## src/rtl/rx_frame_parser.sv

```systemverilog
`default_nettype none
// rx_frame_parser: frames protocol-1 blocks (3 sync, C0..C4, N x 8-byte samples) from the
// receive byte stream and emits command words, TX I/Q + audio samples and sync status.
module rx_frame_parser #(
  parameter logic [7:0] SYNC_BYTE         = 8'h7F,
  parameter int         SAMPLES_PER_BLOCK = 63
) (
  input  logic        clock,
  input  logic        rst_n,
  input  logic        run,
  input  logic [7:0]  rx_data,
  input  logic        rx_enable,
  output logic [6:0]  cmd_addr,
  output logic        cmd_mox,
  output logic [31:0] cmd_data,
  output logic        cmd_valid,
  output logic [31:0] tx_iq,
  output logic [31:0] tx_lr,
  output logic        sample_valid,
  output logic        in_sync,
  output logic [7:0]  sync_err
);

  localparam logic [8:0] LAST_CMD  = 9'd4;
  localparam logic [8:0] LAST_DATA = 9'(SAMPLES_PER_BLOCK * 8 - 1);

  typedef enum logic [2:0] {HUNT, S1, S2, CMD, DATA, CHK} state_t;

  state_t      state, state_next;
  logic [8:0]  byte_cnt;
  logic [31:0] cmd_shadow;
  logic [55:0] smp_shadow;
  logic        is_sync;
  logic        cnt_clr, cnt_inc, go_sync, sync_miss, cmd_load, smp_load;

  assign is_sync = (rx_data == SYNC_BYTE);

  always_ff @(posedge clock or negedge rst_n) begin
    if (!rst_n) state <= HUNT;
    else        state <= state_next;
  end

  always_comb begin
    state_next = state;
    cnt_clr    = 1'b0;
    cnt_inc    = 1'b0;
    go_sync    = 1'b0;
    sync_miss  = 1'b0;
    cmd_load   = 1'b0;
    smp_load   = 1'b0;
    if (!run) begin
      state_next = HUNT;
    end else if (rx_enable) begin
      case (state)
        HUNT: if (is_sync) state_next = S1;
        S1: begin
          if (is_sync) state_next = S2;
          else begin
            state_next = HUNT;
            sync_miss  = 1'b1;
          end
        end
        S2: begin
          if (is_sync) begin
            state_next = CMD;
            cnt_clr    = 1'b1;
            go_sync    = 1'b1;
          end else begin
            state_next = HUNT;
            sync_miss  = 1'b1;
          end
        end
        CMD: begin
          if (byte_cnt == LAST_CMD) begin
            state_next = DATA;
            cnt_clr    = 1'b1;
            cmd_load   = 1'b1;
          end else begin
            cnt_inc = 1'b1;
          end
        end
        DATA: begin
          smp_load = (byte_cnt[2:0] == 3'd7);
          if (byte_cnt == LAST_DATA) begin
            state_next = CHK;
            cnt_clr    = 1'b1;
          end else begin
            cnt_inc = 1'b1;
          end
        end
        CHK: begin
          if (is_sync) state_next = S1;
          else begin
            state_next = HUNT;
            sync_miss  = 1'b1;
          end
        end
        default: state_next = HUNT;
      endcase
    end
  end

  always_ff @(posedge clock or negedge rst_n) begin
    if (!rst_n) begin
      byte_cnt     <= '0;
      cmd_shadow   <= '0;
      smp_shadow   <= '0;
      cmd_addr     <= '0;
      cmd_mox      <= 1'b0;
      cmd_data     <= '0;
      cmd_valid    <= 1'b0;
      tx_iq        <= '0;
      tx_lr        <= '0;
      sample_valid <= 1'b0;
      in_sync      <= 1'b0;
      sync_err     <= '0;
    end else begin
      cmd_valid    <= 1'b0;
      sample_valid <= 1'b0;

      if (cnt_clr)      byte_cnt <= '0;
      else if (cnt_inc) byte_cnt <= byte_cnt + 9'd1;

      // Shadows only shift; a run drop simply restarts framing so stale bytes are never used.
      if (run && rx_enable) begin
        if (state == CMD)  cmd_shadow <= {cmd_shadow[23:0], rx_data};
        if (state == DATA) smp_shadow <= {smp_shadow[47:0], rx_data};
      end

      if (cmd_load) begin
        cmd_addr  <= cmd_shadow[31:25];
        cmd_mox   <= cmd_shadow[24];
        cmd_data  <= {cmd_shadow[23:0], rx_data};
        cmd_valid <= 1'b1;
      end

      if (smp_load) begin
        tx_lr        <= smp_shadow[55:24];
        tx_iq        <= {smp_shadow[23:0], rx_data};
        sample_valid <= 1'b1;
      end

      if (!run) begin
        in_sync <= 1'b0;
      end else if (go_sync) begin
        in_sync <= 1'b1;
      end else if (sync_miss && in_sync) begin
        in_sync <= 1'b0;
        if (sync_err != 8'hFF) sync_err <= sync_err + 8'd1;
      end
    end
  end

endmodule
`default_nettype wire
```

## config.mk

```make
export PLATFORM = sky130hd
export DESIGN_NAME = rx_frame_parser
export DESIGN_NICKNAME = d
export VERILOG_FILES = /design/src/rtl/rx_frame_parser.sv
export SDC_FILE = /design/constraint.sdc
export NUM_CORES = 1
export LEC_CHECK = 0
export ABC_AREA = 1
export CAP_MARGIN = 25
export CORE_MARGIN = 2
export CORE_UTILIZATION = 60
export DETAILED_ROUTE_END_ITERATION = 16
export DONT_BUFFER_PORTS = 1
export PLACE_DENSITY_LB_ADDON = 0.3
export SETUP_SLACK_MARGIN = 0.15
export SYNTH_ARGS = -nofsm -noshare
export SYNTH_HDL_FRONTEND = slang
export SYNTH_SLANG_ARGS = --single-unit
```

## constraint.sdc

```tcl
create_clock -name clock -period 1.8 [get_ports clock]
set_input_delay 0 -clock clock [delete_from_list [all_inputs] [get_ports clock]]
set_output_delay 0 -clock clock [all_outputs]
set_load 0.02 [all_outputs]
```

**After elaboration in Yosys (flattened, before gate mapping)**

Cells that the tools add are included.

- Bits in registers: 215
- Bits of input ports: 12
- Output and inout port bits: 115
- Word-level logic and storage cells: 80

- $add $sub $neg: 2
- Equality and inequality tests: 15
- Multiplexer cells: 40
- Bitwise gates (word level): 1
- Reduce and logical (&&, ||, !) cells: 9

Operators by type and width:

| operator | count |
|---|---|
| $mux 1 | 28 |
| $mux 9 | 2 |
| $pmux 3 s6 | 1 |
| $mux 3 | 5 |
| $add 9x1->9 const B | 1 |
| $eq 3x3->1 const B | 3 |
| $eq 9x3->1 const B | 1 |
| $eq 9x9->1 const B | 1 |
| $ne 3x3->1 const B | 3 |
| $add 8x1->8 const B | 1 |
| $eq 8x7->1 const B | 1 |
| $ne 8x8->1 const B | 1 |
| $reduce_and 4->1 | 2 |
| $eq 3x2->1 const B | 2 |
| $mux 2 | 2 |
| $reduce_and 2->1 | 2 |
| $eq 3x1->1 const B | 1 |
| $logic_not 3->1 | 1 |
| $ne 3x1->1 const B | 1 |
| $pmux 1 s3 | 1 |
| $reduce_or 3->1 | 1 |
| $logic_and 1x1->1 | 2 |
| $ne 2x1->1 const B | 1 |
| $pmux 1 s2 | 1 |
| other kinds (2) | 2 |

**Logic depth before layout (Yosys ltp)**

Gate-level depths: netlist of the first run.

- Depth after elaboration: 9
- Gate-level depth with buffers: 12
- Mapped depth without buffers: 11

**Worst setup path after synthesis of the first run**

Ideal clock, no wire load.

- Path kind: reg2reg
- Start point: reg sync_err[0]
- End point: reg sync_err[0]
- Library setup time: 0.132 ns
- Arrival: 1.546 ns
- Required time: 1.668 ns
- Slack: 0.122 ns
- Stages on the path, launching flop included: 7
- Buffers on the path: 1
- Period minus slack after synthesis: 1.678 ns
- Cell sequence: dfrtp_1 > ha_1 > nand2_1 > nor4_1 > nor2_2 > buf_6 > xor2_2

- Cells in the longest elaborated chain, start to end: 2
- Elaborated cells on any way between the ends: 3
- Those cells by class: 1 x add/sub; 1 x eq/ne; 1 x reduce/logical

Ends and longest elaborated chain:

| element | line | text |
|---|---|---|
| from (decl) | 21 | `output logic [7:0] sync_err` |
| from (signal assigned) | 149 | `if (sync_err != 8'hFF) sync_err <= sync_err + 8'd1;` |
| branches (longest 2 deep; another with $add 8x1->8) | - |  |

Several ways; the timed one is not identified.
A chain may end at the register's enable or synchronous reset.

**Worst setup path after layout of the first run**

- Start point: reg byte_cnt[0]
- End point: reg cmd_data[18]

- Cells in the longest elaborated chain, start to end: 5

Ends and longest elaborated chain:

| element | line | text |
|---|---|---|
| from (decl) | 30 | `logic [8:0] byte_cnt;` |
| from (signal assigned) | 122 | `else if (cnt_inc) byte_cnt <= byte_cnt + 9'd1;` |
| $eq 9x3->1 | 74 | `if (byte_cnt == LAST_CMD) begin` |
| $mux 1 | 74 |  |
| $mux 1 | 54 | `case (state)` |
| $mux 1 | 53 | `end else if (rx_enable) begin` |
| $mux 1 | 51 | `if (!run) begin` |
| to (signal assigned) | 133 | `cmd_data <= {cmd_shadow[23:0], rx_data};` |
| to (decl) | 15 | `output logic [31:0] cmd_data,` |

Every way passes these cells.

==> results.md, run 1 <==
- First-pass iteration count of the detailed router: 5
- Placed wire-length estimate: 11320 um
- Global-route wire length before repair: roughly 30000 um
- Post-detailed-routing wire length: roughly 19000 um
- Fin nets: just under 1000
- Largest net degree at the start of global routing: between 200 and 250
- CTS max path bufs: 3
- Final period demand of the worst path: 1.717 ns
- Simple-Gate Fraction of Synth Area: approximately 18%
- FF+latch count, synth: 215
- Multiplexer fraction of the synthesized cell area: 0%
- Crit path max fanout: 8
- Count of hold buffers inserted by post-cts repair: 12
- Synth Area in Compound Gates: between 10% and 20%
- Sum of negative setup slack: 0 ns
- Die width: 125.9 um
- FMAX: around 0.6 GHz
- Worst r2r src: byte_cnt[0]
- Clock network latency to the later pin of the worst-skew pair: between 0.4 and 0.5 ns
- Leakage: around 4.8 nW
- Ratio of routed vias to standard cells: roughly 5.4
- Main combinational cell family by area after synthesis: simple AND/OR/NAND/NOR gates
- Run status: finished with violations
- Filler cell count: 1038
- Synthesized netlist cell count: approximately 930
- Number of distinct library cells after synthesis: 33
- Endpoint arrival time on the critical path: 2.13 ns
- Area share of fa/ha/maj cells after synthesis: less than 1%
- Critical path launch point: byte_cnt[0]
- Total DRC errors in the routed layout: 0
- Initial antenna violation count: 0
- Fraction of layout cells with a size suffix above 1: between 20% and 30%
- Hold violation count in the final report: between 200 and 250
- Worst r2r path cells: 10
- Worst vdd ir: between 0.0006 and 0.0007 V
- Power density relative to cell area: about 910 nW/um^2
- Mean routed wirelength per cell: between 15 and 20 um
- Crit Path Category: reg -> reg
- Total global routing overflow: 0
- Std-Cell Rows: 44
- Clock transition at the registers of the reported paths: 0.06 ns
- Critical path capture point type: flip-flop
- First-iteration detailed-routing DRC count: slightly above 500
- RSZ-0062 raised after global routing: yes
- Area share of xor/xnor cells in the synthesized design: 0.4771%
- Period Utilization, post-route: between 90 and 100%
- Util after Layout: between 70 and 80%
- Count of boundary I/O pins: ~130
- Die Area: around 16000 sq um
- CORE AREA: about 15000 sq um
- Max-slew headroom at the worst pin: between 60 and 70%
- Worst EP required: between 2 and 2.5 ns
- Total power consumption of the routed design: between 9 and 10 mW
- Number of warnings issued by yosys: 0
- Area growth from synthesis to final layout: 16.66%
- Violations in the final reports: hold timing
- Antenna diode instance count: 0
- Number of global-route vias before repair: 5959
- Worst hold-check path type: in -> async
- Vertical die dimension: between 100 and 150 um
- Number of antenna-violating nets in the routed design: 0
- Synth Net Count: ~940
- Worst clock skew on the final layout: 0.01588 ns
- Measured slew at the worst slew-check pin: 0.4683 ns
- Number of max-slew violations in the final report: 0
- Aggregate global-route resource usage: 23.09%
- Avg Synthesized Cell Area: roughly 9.6 sq um
- Max capacitance violation total: 0
- Routability-driven placement congestion ratio: about 0.90
- Starting density of the core: around 61%
- Clk sink count: approximately 220
- Final count of negative-setup-slack endpoints: 0
- CTS tree: done
- Number of vias after detailed routing: ~6300
- Total of buffers placed on input and output ports: 0
- Critical Path Source Type: flip-flop
- Sequential-to-total area share from yosys stat: between 60% and 70%
- Level count of the clock H-tree: 1
- Cell area after synthesis: between 8000 and 9000 sq um
- Number of buffers inserted during clock tree synthesis: 22
- Hold slack final: -0.7882 ns
- Clk Tree Root Cell: clkbuf_16
flip-flops by register name (all words and copies together) (netlist names), 3 cells and up:
name	count
cmd_addr	7
tx_lr	32
byte_cnt	9
smp_shadow	56
cmd_shadow	32
tx_iq	32
sync_err	8
state	3
cmd_data	32
metal layers:
layer / up-vias / part of all wire, % / global-route usage (%)
met4: 0 / 3.0 / 7.628
met3: 47 / 6.6 / 5.268
met5: - / 0 / 0
met1: 3013 / 43 / 32.67
met2: 196 / 47 / 35.99
li1: 3033 / - / -
report_power, final:
part	leakage, nW	internal (mW)	switching (mW)
Combinational	1.53	0.0632	0.0931
Clock	0.340	2.56	1.76
Sequential	2.94	4.88	0.0944
Total	4.81	7.50	1.94
layout by cell type (no fill, tap or decap), types with 9 or more instances in the layout:
cell / n
nor2_1: 30
dlygate4sd3_1: 12
o21ai_0: 120
inv_2: 9
nand2_1: 248
nor2_2: 24
clkbuf_16: 25
dfrtp_1: 211
nand3_1: 28
buf_4: 21
o21ai_2: 26
o21ai_1: 10
a21oi_2: 29
inv_1: 92
what timing repair did:
action	4_1_cts	5_1_grt
setup endpoints to repair	52	112
gates cloned	4	6
gates resized for setup	16	41
pin swaps	3	8
buffers inserted	5	6
endpoints found under the hold margin	261	215
through the flow:
stage,setup slack [ns],cells,area [sq um]
floorplan,0.1830,926,8919
global placement,0.1439,1093,9120
detailed placement,0.08072,1093,9120
CTS,0.1412,1152,10140
global route,-0.01486,1164,10400
finish,0.08350,1164,10400
cell families (layout without fill, tap and decap cells):
family,Yosys count,after routing
compound gates,192,192
buf+inv,145,197
simple gates,366,368
flops,215,215
fa+ha+maj,4,4
xor+xnor,4,4
path summary, 6_finish.rpt:
check                      slack, ns              to
setup / recovery                0.08    cmd_data[18]
hold / removal                 -0.79  smp_shadow[48]
setup reg to reg                0.08    cmd_data[18]
hold reg to reg                 0.47       tx_lr[26]
max in group asynchronous       2.30        state[1]
min in group clock              0.04     byte_cnt[6]
final cells by class:
type,instances,area (sq um),share of cell area (%)
inverters,104,396.6,3.813
clock buffers,36,674.4,6.483
repair buffers,55,691.9,6.651
flip-flops and latches,215,5385,51.77
multi-input cells,568,3003,28.87
clock inverters,2,21.27,0.2045
well taps,184,230.2,2.213
critical path, cell delays in order, from the launching register on:
cell	delay, ns
dfrtp_2	0.43
inv_2	0.09
ha_4	0.16
nand2_4	0.06
nor3_4	0.19
nand3_4	0.12
nor2_8	0.16
buf_12	0.14
buf_12	0.12
nor2_1	0.06
a21oi_2	0.12
synth_stat cells:
cell type / count / area share, %
buf_4: 2 / 0.17
clkbuf_1: 13 / 0.55
o21ai_0: 121 / 6.8
buf_2: 9 / 0.51
nor2_8: 2 / 0.45
clkinv_2: 1 / 0.056
inv_1: 97 / 4.1
nor2_1: 44 / 1.9
nand3_1: 28 / 1.6
xor2_1: 3 / 0.29
inv_2: 6 / 0.25
o21ai_2: 26 / 2.6
nor3_1: 7 / 0.39
nand3b_1: 3 / 0.25
nand4_1: 5 / 0.35
nor2_4: 1 / 0.13
nand2_2: 2 / 0.14
nor3_2: 2 / 0.22
a21oi_2: 28 / 2.8
nor4_1: 1 / 0.070
ha_1: 4 / 0.56
nand2_4: 4 / 0.51
nand4_2: 1 / 0.14
nor2_2: 12 / 0.84
nand2_1: 252 / 11
a21oi_1: 7 / 0.39
nand3_2: 2 / 0.22
xor2_2: 1 / 0.18
o211ai_1: 1 / 0.084
buf_6: 16 / 2.0
o21ai_1: 9 / 0.51
dfrtp_1: 215 / 60
buf_8: 1 / 0.17
(Power assumes the default switching activity.)
==> run 2: changes to the inputs <==
--- a/config.mk
+++ b/config.mk
@@ -8,7 +8,8 @@
 export ABC_AREA = 1
 export CAP_MARGIN = 25
 export CORE_MARGIN = 2
-export CORE_UTILIZATION = 60
+export CORE_UTILIZATION = 40
+export CTS_BUF_LIST = sky130_fd_sc_hd__clkbuf_8
 export DETAILED_ROUTE_END_ITERATION = 16
 export DONT_BUFFER_PORTS = 1
 export PLACE_DENSITY_LB_ADDON = 0.3
==> run 2 against run 1 <==
Against the previous run: the flow still finishes with violations (hold timing); power is 2.7% higher; hold slack worse by 0.029 ns; fmax fell by 1.5%; critical path type unchanged; largest power group unchanged.
==> results.md, run 2 (synthesis results as in run 1) <==
- FMAX: 0.5738 GHz (was 0.5826 GHz)
- Ratio of routed vias to standard cells: 4.842 (was 5.403)
- Std-Cell Rows: 54 (was 44)
- Routability-driven placement congestion ratio: 0.8746 (was 0.9000)
- Run status: finished with violations (unchanged)
- Level count of the clock H-tree: 2 (was 1)
- Period Utilization, post-route: 96.82% (was 95.36%)
- Critical Path Source Type: flip-flop (unchanged)
- Worst hold-check path type: in -> async (unchanged)
- Fraction of layout cells with a size suffix above 1: 25.05% (was 20.00%)
- Most common library cell in the layout ignoring fill and taps: nand2_1 (unchanged)
- Count of boundary I/O pins: 127 (unchanged)
- Vertical die dimension: 153.3 um (was 125.9 um)
- Number of vias after detailed routing: 6329 (was 6289)
- Mean routed wirelength per cell: 16.04 um (was 16.26 um)
- Crit Path Category: reg -> reg (unchanged)
- Violations in the final reports: hold timing (unchanged)
- Initial antenna violation count: 2 (was 0)
- Fin nets: 1014 (was 982)
- Power density relative to cell area: 882.6 nW/um^2 (was 907.4 nW/um^2)
- Area growth from synthesis to final layout: 23.22% (was 16.66%)
- Number of antenna-violating nets in the routed design: 0 (unchanged)
- Largest net degree at the start of global routing: 216 (unchanged)
- Worst path setup slack after routing: 0.05729 ns (was 0.08350 ns)
- Aggregate global-route resource usage: 16.47% (was 23.09%)
- Number of flip-flops under the largest register name: 56 (unchanged)
- RSZ-0062 raised after global routing: yes (unchanged)
- Max-slew headroom at the worst pin: 66.35% (was 68.68%)
- Number of global-route vias before repair: 6034 (was 5959)
- Die width: 153.3 um (was 125.9 um)
- Max capacitance violation total: 0 (unchanged)
- Global-route wire length before repair: 31760 um (was 30210 um)
- Clock network latency to the later pin of the worst-skew pair: 0.52 ns (was 0.49 ns)
- Clock transition at the registers of the reported paths: 0.06 ns (about the same)
- Clk Tree Root Cell: clkbuf_8 (was clkbuf_16)
- Number of buffers inserted during clock tree synthesis: 38 (was 22)
- Worst clock skew on the final layout: 0.01107 ns (was 0.01588 ns)
- Leakage: 5.127 nW (was 4.810 nW)
- Register name with the most flops: smp_shadow (unchanged)
- CTS tree: done (unchanged)
- First-pass iteration count of the detailed router: 4 (was 5)
- Top library cells by usage in the layout, fill and taps aside: 245 x nand2_1, 213 x dfrtp_1, 116 x o21ai_0, 103 x inv_1, 51 x clkbuf_8 (was 248 x nand2_1, 211 x dfrtp_1, 120 x o21ai_0, 92 x inv_1, 30 x nor2_1)
- Final count of negative-setup-slack endpoints: 0 (unchanged)
- Worst vdd ir: 0.0005030 V (was 0.0006538 V)
- Hold violation count in the final report: 215 (unchanged)
- Util after Layout: 50.35% (was 71.57%)
- Endpoint arrival time on the critical path: 2.19 ns (was 2.13 ns)
- Total global routing overflow: 0 (unchanged)
- First-iteration detailed-routing DRC count: 472 (was 512)
- Clk sink count: 215 (unchanged)
- Measured slew at the worst slew-check pin: 0.4994 ns (was 0.4683 ns)
- Sum of negative setup slack: 0 ns (unchanged)
- Number of max-slew violations in the final report: 0 (unchanged)
- Total DRC errors in the routed layout: 0 (unchanged)
- Post-detailed-routing wire length: 20960 um (was 18920 um)
- Total power consumption of the routed design: 9.698 mW (was 9.439 mW)
- Total of buffers placed on input and output ports: 0 (unchanged)
- Place WS: 0.05074 ns (was 0.08072 ns)
- CTS max path bufs: 3 (unchanged)
- Flop-to-flop setup slack: 0.06 ns (was 0.08 ns)
- Worst EP required: 2.25 ns (was 2.22 ns)
- Hold slack final: -0.8169 ns (was -0.7882 ns)
- Crit path max fanout: 7 (was 8)
- Final period demand of the worst path: 1.743 ns (was 1.717 ns)
- CORE AREA: 21820 sq um (was 14530 sq um)
- Starting density of the core: 40.86% (was 61.36%)
- Die Area: 23500 sq um (was 15850 sq um)
- Critical path capture point type: flip-flop (unchanged)
- Placed wire-length estimate: 12390 um (was 11320 um)
-- run 2: cell types whose count changed in the layout (fill, tap and decap cells not counted), sizes merged --
cell,delta
buf,+8
clkbuf,+23
clkinv,+3
diode,+1
inv,+12
nand2,+1
nor2,-1
-- run 2: final timing paths --
| check | endpoint | cells after the start | startpoint |
|---|---|---|---|
| hold / removal | cmd_mox | 0 | rst_n |
| setup reg to reg | cmd_data[29] | 10 | byte_cnt[0] |
| min in group clock | tx_iq[2] | 3 | rx_data[2] |
| setup / recovery | cmd_data[29] | 10 | byte_cnt[0] |
| max in group asynchronous | smp_shadow[5] | 0 | rst_n |
| hold reg to reg | tx_lr[26] | 2 | smp_shadow[50] |
-- run 2: routing by layer --
layer / share of wire, % / global-route usage, %
met5: 0.072 / 0
met4: 1.8 / 5.026
met3: 5.8 / 4.990
met2: 46 / 25.53
met1: 46 / 22.38
-- run 2: cell type report --
class	instances	area [sq um]
fillers	1997	10840
flip-flops and latches	215	5383
multi-input cells	568	3157
repair buffers	71	912.1
clock buffers	51	701.9
inverters	104	401.6
well taps	280	350.3
clock inverters	17	80.08
diodes	1	2.502
-- run 2: critical path: stages, from the launching register on --
cell	delay (ns)
dfrtp_1	0.41
inv_2	0.09
ha_4	0.14
nand2_4	0.06
nor3_4	0.21
nand3_4	0.13
nor2_8	0.19
buf_12	0.14
buf_12	0.15
nor2_2	0.04
a21oi_2	0.10
-- run 2: through the flow --
stage	hold slack [ns]	cell area [sq um]	instances
after floorplan	-0.2956	8919	926
after global placement	-0.2862	9248	1190
after detailed placement	-0.2865	9248	1190
after CTS	-0.8628	10160	1270
after global routing	-0.8537	10990	1307
final	-0.8169	10990	1307
-- run 2: timing repair --
action,4_1_cts,5_1_grt
setup endpoints to repair,39,156
hold buffers,12,1
buffers inserted,0,20
gates cloned,0,16
pin swaps,2,12
gates resized for setup,2,89
endpoints found under the hold margin,261,217
-- run 2: power breakdown --
part / internal, mW / switching (mW)
sequential: 4.88 / 0.100
combinational: 0.0737 / 0.0934
clock: 2.54 / 2.01
==> run 3: changes to the inputs <==
--- a/config.mk
+++ b/config.mk
@@ -12,7 +12,7 @@
 export CTS_BUF_LIST = sky130_fd_sc_hd__clkbuf_8
 export DETAILED_ROUTE_END_ITERATION = 16
 export DONT_BUFFER_PORTS = 1
-export PLACE_DENSITY_LB_ADDON = 0.3
+export PLACE_DENSITY = 0.5
 export SETUP_SLACK_MARGIN = 0.15
 export SYNTH_ARGS = -nofsm -noshare
 export SYNTH_HDL_FRONTEND = slang
==> run 3 against run 2 <==
Against the previous run: the run still ends with hold timing left; sequential share of layout area grew 2.3 points; combinational power shrank 11%; first-iteration DRC count shrank 28%; worst setup slack gained 0.034 ns; final area shrank 4.6%; non-clock buffer count shrank 12; count of clock-buffer cells in the layout shrank 4; flip-flop and latch count is the same; hold slack lost 0.0035 ns; global-route usage grew 0.79 points; clock skew grew 0.018 ns; critical path type unchanged; largest cell class unchanged; highest routed layer is now met4.
==> results.md, run 3 (synthesis results as in run 1) <==
- Run status: finished with violations (unchanged)
- Violations in the final reports: hold timing (unchanged)
- Switching power total: 2.153 mW (was 2.207 mW)
- Number of buffers inserted during clock tree synthesis: 40 (was 38)
- Level count of the clock H-tree: 2 (unchanged)
- Area growth from synthesis to final layout: 17.58% (was 23.22%)
- Number of global-route vias before repair: 6228 (was 6034)
- Clock transition at the registers of the reported paths: 0.06 ns (about the same)
- Total DRC errors in the routed layout: 0 (unchanged)
- Ratio of routed vias to standard cells: 4.687 (was 4.842)
- Clk sink count: 215 (unchanged)
- Total of buffers placed on input and output ports: 0 (unchanged)
- Initial antenna violation count: 2 (unchanged)
- Leakage: 4.898 nW (was 5.127 nW)
- Most common library cell in the layout ignoring fill and taps: nand2_1 (unchanged)
- Largest net degree at the start of global routing: 216 (unchanged)
- Total global routing overflow: 0 (unchanged)
- Critical path capture point type: flip-flop (unchanged)
- Number of vias after detailed routing: 6065 (was 6329)
- Number of max-slew violations in the final report: 0 (unchanged)
- Final count of negative-setup-slack endpoints: 0 (unchanged)
- Measured slew at the worst slew-check pin: 0.4084 ns (was 0.4994 ns)
- Post-detailed-routing wire length: 20100 um (was 20960 um)
- Worst clock skew on the final layout: 0.02887 ns (was 0.01107 ns)
- Starting density of the core: 40.86% (unchanged)
- Global-route wire length before repair: 33130 um (was 31760 um)
- RSZ-0062 raised after global routing: yes (unchanged)
- Top library cells by usage in the layout, fill and taps aside: 248 x nand2_1, 214 x dfrtp_1, 120 x o21ai_0, 108 x inv_1, 47 x clkbuf_8 (was 245 x nand2_1, 213 x dfrtp_1, 116 x o21ai_0, 103 x inv_1, 51 x clkbuf_8)
- Period Utilization, post-route: 94.93% (was 96.82%)
- Clock network latency to the later pin of the worst-skew pair: 0.53 ns (was 0.52 ns)
- Endpoint arrival time on the critical path: 2.17 ns (was 2.19 ns)
- Count of hold buffers inserted by post-cts repair: 13 (was 12)
- Vertical die dimension: 153.3 um (unchanged)
- Worst EP required: 2.26 ns (was 2.25 ns)
- First-iteration detailed-routing DRC count: 341 (was 472)
- Crit Path Category: reg -> reg (unchanged)
- Routability-driven placement congestion ratio: 0.8194 (was 0.8746)
- Number of antenna-violating nets in the routed design: 0 (unchanged)
- Cell-internal power: 7.298 mW (was 7.491 mW)
- Number of flip-flops under the largest register name: 56 (unchanged)
- Count of boundary I/O pins: 127 (unchanged)
- Power density relative to cell area: 901.4 nW/um^2 (was 882.6 nW/um^2)
- Placed wire-length estimate: 12690 um (was 12390 um)
- Mean routed wirelength per cell: 15.53 um (was 16.04 um)
- Switching share of power: 22.78% (was 22.76%)
- Max-slew headroom at the worst pin: 72.77% (was 66.35%)
- Fin nets: 1003 (was 1014)
- CORE AREA: 21820 sq um (unchanged)
- Worst vdd ir: 0.0005689 V (was 0.0005030 V)
- Cell Count, Final, Fillers Out: 1294 (was 1307)
- Hold violation count in the final report: 215 (unchanged)
- CTS tree: done (unchanged)
- FMAX: 0.5852 GHz (was 0.5738 GHz)
- Final standard cell area without fillers: 10490 sq um (was 10990 sq um)
- Crit path max fanout: 8 (was 7)
- Util after Layout: 48.04% (was 50.35%)
- Die width: 153.3 um (unchanged)
- Total placed instance area: 9285 sq um (was 9248 sq um)
- Hold slack final: -0.8203 ns (was -0.8169 ns)
- Final period demand of the worst path: 1.709 ns (was 1.743 ns)
- Clk Tree Root Cell: clkbuf_8 (unchanged)
- Critical Path Source Type: flip-flop (unchanged)
- Clock share of power: 45.8% (was 46.9%)
- Fraction of layout cells with a size suffix above 1: 20.55% (was 25.05%)
- CTS max path bufs: 3 (unchanged)
- Count of placed standard cells including taps: 1195 (was 1190)
- Portion of total power attributed to combinational logic: 1.6% (was 1.7%)
- Register name with the most flops: smp_shadow (unchanged)
- Aggregate global-route resource usage: 17.26% (was 16.47%)
- Portion of total power attributed to sequential cells: 52.6% (was 51.3%)
- Worst hold-check path type: in -> async (unchanged)
- Max capacitance violation total: 0 (unchanged)
- First-pass iteration count of the detailed router: 4 (unchanged)
- Die Area: 23500 sq um (unchanged)
- Std-Cell Rows: 54 (unchanged)
==> run 3: cell count changes in the layout (fill, tap and decap cells not counted), moves of 5 or more <==
| cell | delta |
|---|---|
| inv_1 | +5 |
| nor2_4 | -16 |
| clkbuf_16 | -9 |
| buf_6 | -5 |
| nand3_1 | +5 |
| nand3_2 | -5 |
| nor2_1 | +18 |
==> run 3: path summary, 6_finish.rpt <==
kind / depth (start not counted) / from / to / slack [ns]
setup / recovery: 10 / byte_cnt[1] / cmd_data[17] / 0.09
hold / removal: 0 / rst_n / smp_shadow[32] / -0.82
setup reg to reg: 10 / byte_cnt[1] / cmd_data[17] / 0.09
hold reg to reg: 2 / smp_shadow[54] / tx_lr[30] / 0.46
max in group asynchronous: 0 / rst_n / sync_err[0] / 2.30
min in group clock: 8 / rx_data[4] / state[0] / 0.10
==> run 3: through the flow <==
step | hold WS [ns] | TNS, ns | setup slack [ns] | total power [mW]
2_1_floorplan | -0.2956 | 0 | 0.1830 | 5.129
3_3_place_gp | -0.2889 | 0 | 0.1057 | 5.170
3_5_place_dp | -0.2874 | 0 | 0.06182 | 5.171
4_1_cts | -0.8545 | 0 | 0.1293 | 9.611
5_1_grt | -0.8519 | -0.08319 | -0.01170 | 9.848
6_report | -0.8203 | 0 | 0.09124 | 9.451
==> run 3: area by class of cell <==
class	count	area (sq um)
diodes	2	5.005
clock buffers	47	646.9
clock inverters	20	90.09
fillers	2097	11340
inverters	104	396.6
multi-input cells	567	2969
flip-flops and latches	215	5381
well taps	280	350.3
repair buffers	59	645.6
==> run 3: power by group through the flow <==
stage / logic, mW / clock network, mW / registers, mW
detailed placement: 0.117 / 0 / 5.05
global placement: 0.115 / 0 / 5.06
finish: 0.148 / 4.33 / 4.97
floorplan: 0.0903 / 0 / 5.04
CTS: 0.143 / 4.50 / 4.97
global route: 0.167 / 4.71 / 4.97
==> run 3: repair_timing <==
action                                  CTS  global route
cloned                                    1             4
endpoints found under the setup margin   86           152
buffers inserted                          3             9
resized for setup                         8            30
endpoints found under the hold margin   262           215
pin swaps                                 0            10
==> run 3: worst max-delay path, stage by stage (launching register included) <==
cell       delay, ns
dfrtp_1         0.40
inv_2           0.08
ha_4            0.14
nand2_4         0.06
nor3_4          0.22
nand3_4         0.14
nor2_8          0.19
buf_6           0.14
clkbuf_16       0.14
nor2_1          0.05
a21oi_2         0.10
==> run 3: layer usage <==
metal | routed length [um] | global-route usage (%) | vias up
met4 | 373 | 5.467 | 0
met5 | 0 | 0 | -
met3 | 1413 | 5.529 | 36
met2 | 9070 | 26.49 | 122
met1 | 9238 | 23.38 | 2837
li1 | - | - | 3070
